<file path="src/rtl/udp_echo_app_queued_ctrl.sv">
// Control path for the queued UDP echo application: a header queue of HDR_Q_DEPTH entries
// feeding a TX sequencer that streams payload cut-through from RX to TX.
module udp_echo_app_queued_ctrl #(
  parameter int unsigned HDR_Q_DEPTH = 4,
  parameter int unsigned PTR_W       = $clog2(HDR_Q_DEPTH),
  parameter int unsigned BEAT_CNT_W  = 16,
  parameter int unsigned PKT_CNT_W   = 32
) (
  input  logic                  clk,
  input  logic                  rst,
  input  logic                  src_udp_echo_app_rx_hdr_val,
  output logic                  udp_echo_app_src_rx_hdr_rdy,
  input  logic                  src_udp_echo_app_rx_data_val,
  input  logic                  src_udp_echo_app_rx_last,
  output logic                  udp_echo_app_src_rx_data_rdy,
  output logic                  udp_echo_app_dst_hdr_val,
  input  logic                  dst_udp_echo_app_hdr_rdy,
  output logic                  udp_echo_app_dst_data_val,
  output logic                  udp_echo_app_dst_data_last,
  input  logic                  dst_udp_echo_app_data_rdy,
  output logic                  ctrl_datap_hdr_wr_en,
  output logic [PTR_W-1:0]      ctrl_datap_hdr_wr_ptr,
  output logic [PTR_W-1:0]      ctrl_datap_hdr_rd_ptr,
  output logic [BEAT_CNT_W-1:0] ctrl_datap_beat_cnt,
  output logic [PKT_CNT_W-1:0]  pkt_cnt
);

  localparam logic [1:0] ST_IDLE = 2'd0;
  localparam logic [1:0] ST_HDR  = 2'd1;
  localparam logic [1:0] ST_DATA = 2'd2;

  localparam logic [PTR_W:0] LP_DEPTH   = (PTR_W + 1)'(HDR_Q_DEPTH);
  localparam logic [PTR_W:0] LP_OCC_ONE = (PTR_W + 1)'(1);

  logic [1:0]            r_state;
  logic [1:0]            w_state_d;
  logic [PTR_W-1:0]      r_wr_ptr;
  logic [PTR_W-1:0]      r_rd_ptr;
  logic [PTR_W:0]        r_occ;
  logic [PTR_W:0]        w_occ_d;
  logic [BEAT_CNT_W-1:0] r_beat_cnt;
  logic [PKT_CNT_W-1:0]  r_pkt_cnt;

  logic w_in_hdr;
  logic w_in_data;
  logic w_hdr_rdy;
  logic w_push;
  logic w_hdr_hs;
  logic w_data_hs;
  logic w_pop;

  assign w_in_hdr  = (r_state == ST_HDR);
  assign w_in_data = (r_state == ST_DATA);

  // Ready looks only at registered occupancy: a full queue refuses even during a pop.
  assign w_hdr_rdy = (r_occ != LP_DEPTH);
  assign w_push    = src_udp_echo_app_rx_hdr_val & w_hdr_rdy;
  assign w_hdr_hs  = w_in_hdr & dst_udp_echo_app_hdr_rdy;
  assign w_data_hs = w_in_data & src_udp_echo_app_rx_data_val & dst_udp_echo_app_data_rdy;
  assign w_pop     = w_data_hs & src_udp_echo_app_rx_last;

  always_comb begin
    w_state_d = r_state;
    case (r_state)
      ST_IDLE: begin
        if (r_occ != '0) w_state_d = ST_HDR;
      end
      ST_HDR: begin
        if (dst_udp_echo_app_hdr_rdy) w_state_d = ST_DATA;
      end
      ST_DATA: begin
        // Another header already queued: present it next cycle without an IDLE bubble.
        if (w_pop) w_state_d = (r_occ > LP_OCC_ONE) ? ST_HDR : ST_IDLE;
      end
      default: w_state_d = ST_IDLE;
    endcase
  end

  always_comb begin
    w_occ_d = r_occ;
    if (w_push && !w_pop) begin
      w_occ_d = r_occ + LP_OCC_ONE;
    end else if (!w_push && w_pop) begin
      w_occ_d = r_occ - LP_OCC_ONE;
    end
  end

  always_ff @(posedge clk or negedge rst) begin
    if (!rst) begin
      r_state <= ST_IDLE;
      r_occ   <= '0;
    end else begin
      r_state <= w_state_d;
      r_occ   <= w_occ_d;
    end
  end

  always_ff @(posedge clk or negedge rst) begin
    if (!rst) begin
      r_wr_ptr <= '0;
      r_rd_ptr <= '0;
    end else begin
      if (w_push) r_wr_ptr <= r_wr_ptr + PTR_W'(1);
      if (w_pop)  r_rd_ptr <= r_rd_ptr + PTR_W'(1);
    end
  end

  always_ff @(posedge clk or negedge rst) begin
    if (!rst) begin
      r_beat_cnt <= '0;
      r_pkt_cnt  <= '0;
    end else begin
      if (w_hdr_hs) begin
        r_beat_cnt <= '0;
      end else if (w_data_hs && (r_beat_cnt != '1)) begin
        r_beat_cnt <= r_beat_cnt + BEAT_CNT_W'(1);
      end
      if (w_pop) r_pkt_cnt <= r_pkt_cnt + PKT_CNT_W'(1);
    end
  end

  assign udp_echo_app_src_rx_hdr_rdy  = w_hdr_rdy;
  assign udp_echo_app_dst_hdr_val     = w_in_hdr;
  assign udp_echo_app_dst_data_val    = w_in_data & src_udp_echo_app_rx_data_val;
  assign udp_echo_app_dst_data_last   = w_in_data & src_udp_echo_app_rx_data_val &
                                        src_udp_echo_app_rx_last;
  assign udp_echo_app_src_rx_data_rdy = w_in_data & dst_udp_echo_app_data_rdy;
  assign ctrl_datap_hdr_wr_en         = w_push;
  assign ctrl_datap_hdr_wr_ptr        = r_wr_ptr;
  assign ctrl_datap_hdr_rd_ptr        = r_rd_ptr;
  assign ctrl_datap_beat_cnt          = r_beat_cnt;
  assign pkt_cnt                      = r_pkt_cnt;

  a_occ_bounded : assert property (@(posedge clk) disable iff (!rst) r_occ <= LP_DEPTH);
  a_hdr_hold : assert property (@(posedge clk) disable iff (!rst)
    (w_in_hdr && !dst_udp_echo_app_hdr_rdy) |=> w_in_hdr);

endmodule

</file>
<file path="config.mk">
export PLATFORM = sky130hd
export DESIGN_NAME = udp_echo_app_queued_ctrl
export DESIGN_NICKNAME = d
export VERILOG_FILES = /design/src/rtl/udp_echo_app_queued_ctrl.sv
export SDC_FILE = /design/constraint.sdc
export NUM_CORES = 1
export LEC_CHECK = 0
export BUFFER_PORTS_ARGS = -buffer_cell sky130_fd_sc_hd__buf_2
export CAP_MARGIN = 0
export CORE_MARGIN = 2
export CORE_UTILIZATION = 45
export DETAILED_ROUTE_END_ITERATION = 6
export PLACE_DENSITY = 0.72
export RECOVER_POWER = 100
export SLEW_MARGIN = 40
export SYNTH_ARGS = -nofsm -noshare
export SYNTH_HDL_FRONTEND = slang
export SYNTH_SLANG_ARGS = --single-unit
</file>
<file path="constraint.sdc">
create_clock -name clk -period 2.1 [get_ports clk]
set_input_delay 0.42 -clock clk [delete_from_list [all_inputs] [get_ports clk]]
set_output_delay 0.42 -clock clk [all_outputs]
set_load 0.01 [all_outputs]
</file>
==> run summary <==
slew margin rel. = 6.362%
distinct cell type count of the synthesized netlist = 40
filler instances = 596
fmax = 516.0 MHz
Post-Route WL = 6617 um
ant diodes = 0
CP max FO = 7
largest net degree at the start of global routing = 58
cells resized by post-CTS repair = 0
ys flop type = dfrtp_1
Avg Inst Size Synth = 10.12 um2
Clock Tree Buf Depth = 2
H-tree levels = 3
Worst EP arrival = 2200 ps
Sum Neg Setup Slack = 0 ps
Total GRT Usage = 19.21%
IO buf count = 64
status = complete, no violations
first-pass GRT wire length = 11010 um
layout cell share with drive strength beyond 1 = 8.967%
via count = 2445
vias per cell = 5.494
register area share after synthesis = 48.93%
DIE WIDTH = 84.49 um
DRT iter0 DRCs = 220
clock sink count = 57
hpwl dp = 4669 um
pre-CTS setup slack = 204.8 ps
Die Height = 84.49 um
Synth Cell Area = 2915 um2
CTS tree = yes
residual DRC count = 0
fin nets = 376
die footprint = 7139 um2
Congestion Overflow GR = 0
wire length per cell = 14.87 um
setup bufs post-CTS = 0
Syn-to-layout area delta = 21.07%
RSZ-0062 raised after global routing = false
vias in the first global route = 2271
cells after synthesis = 288
kind of critical path = reg -> reg
post-synthesis register bit count = 57
initial antenna violation count = 0
count of final hold-check violations = 0
Ports = 65
worst min path class = reg -> reg
final worst slack = 162.1 ps
Least-Margin Pin Slew = 1405 ps
Synth Warn # = 0
final antenna-violating net count = 0
routability cong. = 0.8390
minimum clock period = 1938 ps
clock-pin slew on the worst setup and hold paths = 70 ps
CTS Buf Count = 9
Final setup viols = 0
Net Count, Synth = 301
Startpoint Class = flip-flop
Initial Utilization = 46.18%
critical path required time = 2360 ps
Core Rows = 29
CTS Hold Bufs = 0
EDFF count, synth = 0
DR pass1 iterations = 4
Peak VDD IR = 0.6948 mV
Post-synth ARST share = 100.0%
CP endpoint kind = flip-flop
Cell Pwr Density = 939.5 nW/um2
Core Box Area = 6314 um2
max cap viols = 0
Final Skew = 6.833 ps
clk_lat worst skew = 330 ps
Leak = 0.001558 uW
Root Buffer Master = clkbuf_8
Slew Limit Fails = 0
crit share post-route = 92.28%
[stage by stage]
stage | util, % | power, uW | hold WS [ps] | area [um2] | std cells
after floorplan | - | 1777 | 124.4 | 2915 | 288
after global placement | 53.41 | 1996 | 441.5 | 3372 | 429
after detailed placement | 53.41 | 2023 | 449.4 | 3372 | 429
after CTS | 57.51 | 3386 | 89.19 | 3631 | 445
after global routing | 55.91 | 3485 | 484.3 | 3530 | 445
final | 55.91 | 3316 | 469.3 | 3530 | 445
[power by group]
part	switching, uW	leakage (uW)	internal [uW]	total (uW)
sequential	154	0.000761	1220	1380
combinational	336	0.000673	257	593
clock	437	0.000124	910	1350
total	927	0.00156	2390	3320
[placed cells by master (no fill, tap or decap), types with 3 or more instances in the layout]
master,instances
o31ai_1,5
mux2i_1,6
nand3_1,12
nand2_1,33
xor2_1,22
o211ai_1,3
or4_1,4
ha_1,6
xnor2_1,16
o21ai_0,7
nor4_1,14
and3_1,3
buf_4,4
and2_1,4
clkbuf_1,61
nor2_1,8
clkbuf_8,9
dfrtp_1,57
bufinv_16,4
buf_2,8
nor3_1,12
nand2b_1,5
and4_1,8
or3_1,6
nand4_1,14
inv_1,10
a21oi_1,9
[worst max-delay path, stage by stage, from the launching register on]
cell,delay [ps]
dfrtp_1,440
nand3_1,240
or3_1,500
or4_1,540
a21oi_1,150
[path summary, 6_finish.rpt]
kind / cells after the start / slack [ps] / endpoint / start
worst min-delay path: 1 / 470 / pkt_cnt[31] / pkt_cnt[31]
worst max register to register: 4 / 160 / ctrl_datap_beat_cnt[15] / ctrl_datap_beat_cnt[3]
worst min register to register: 1 / 470 / pkt_cnt[31] / pkt_cnt[31]
max in group asynchronous: 2 / 750 / pkt_cnt[9] / rst
min in group asynchronous: 2 / 500 / ctrl_datap_hdr_wr_ptr[0] / rst
worst max-delay path: 4 / 160 / ctrl_datap_beat_cnt[15] / ctrl_datap_beat_cnt[3]
[routing by layer]
layer	wire, um	track usage [%]	vias up
met3	315	3.933	10
met4	92	8.369	0
met2	3044	27.34	70
li1	-	-	1190
met1	3165	28.38	1175
met5	0	0	-
[cells by family (layout without fill, tap and decap cells)]
logic type / after synthesis / after routing / share of synthesized area, %
xor gates and xnor gates: 38 / 38 / 11.42
muxes: 7 / 7 / 2.446
adders and majority gates: 6 / 6 / 2.575
and+or+nand+nor: 130 / 130 / 25.32
DFF: 57 / 57 / 48.93
AOI/OAI and AO/OA: 31 / 31 / 6.781
buffers and inverters: 19 / 99 / 2.532
[final cells by class]
class / count / area (um2) / area share [%]
timing repair buffer: 72 / 296.5 / 8.401
clock inverter: 5 / 127.6 / 3.616
multi-input combinational: 212 / 1410 / 39.95
clock buffer: 11 / 131.4 / 3.722
sequential: 57 / 1426 / 40.41
inverter: 11 / 41.29 / 1.170
tap: 77 / 96.34 / 2.730
[state kept, by name (all words and copies together) (netlist names)]
| register | cells |
|---|---|
| pkt_cnt | 32 |
| ctrl_datap_beat_cnt | 16 |
| r_occ | 3 |
| ctrl_datap_hdr_rd_ptr | 2 |
| ctrl_datap_hdr_wr_ptr | 2 |
| r_state | 2 |
[cells in the mapped netlist, types with 3 or more instances]
library cell  count  area (um2)
xnor2_1          16       140.1
nand2b_1          5       31.28
and2_1            5       31.28
and3_1            3       18.77
o21ai_0           7       35.03
nand2_1          33       123.9
or3_1             5       31.28
o211ai_1          3       22.52
mux2i_1           6       60.06
a21oi_1           9       45.04
or4_1             4       30.03
ha_1              6       75.07
clkbuf_1          6       22.52
xor2_1           22       192.7
and4_1            8       70.07
nand4_1          14       87.58
inv_1            10       37.54
dfrtp_1          57        1426
o31ai_1           5       37.54
nor2_1            8       30.03
nand3_1          12       60.06
nor3_1           12       60.06
nor4_1           14       87.58
No activity file was read; power rests on OpenSTA's default activity.
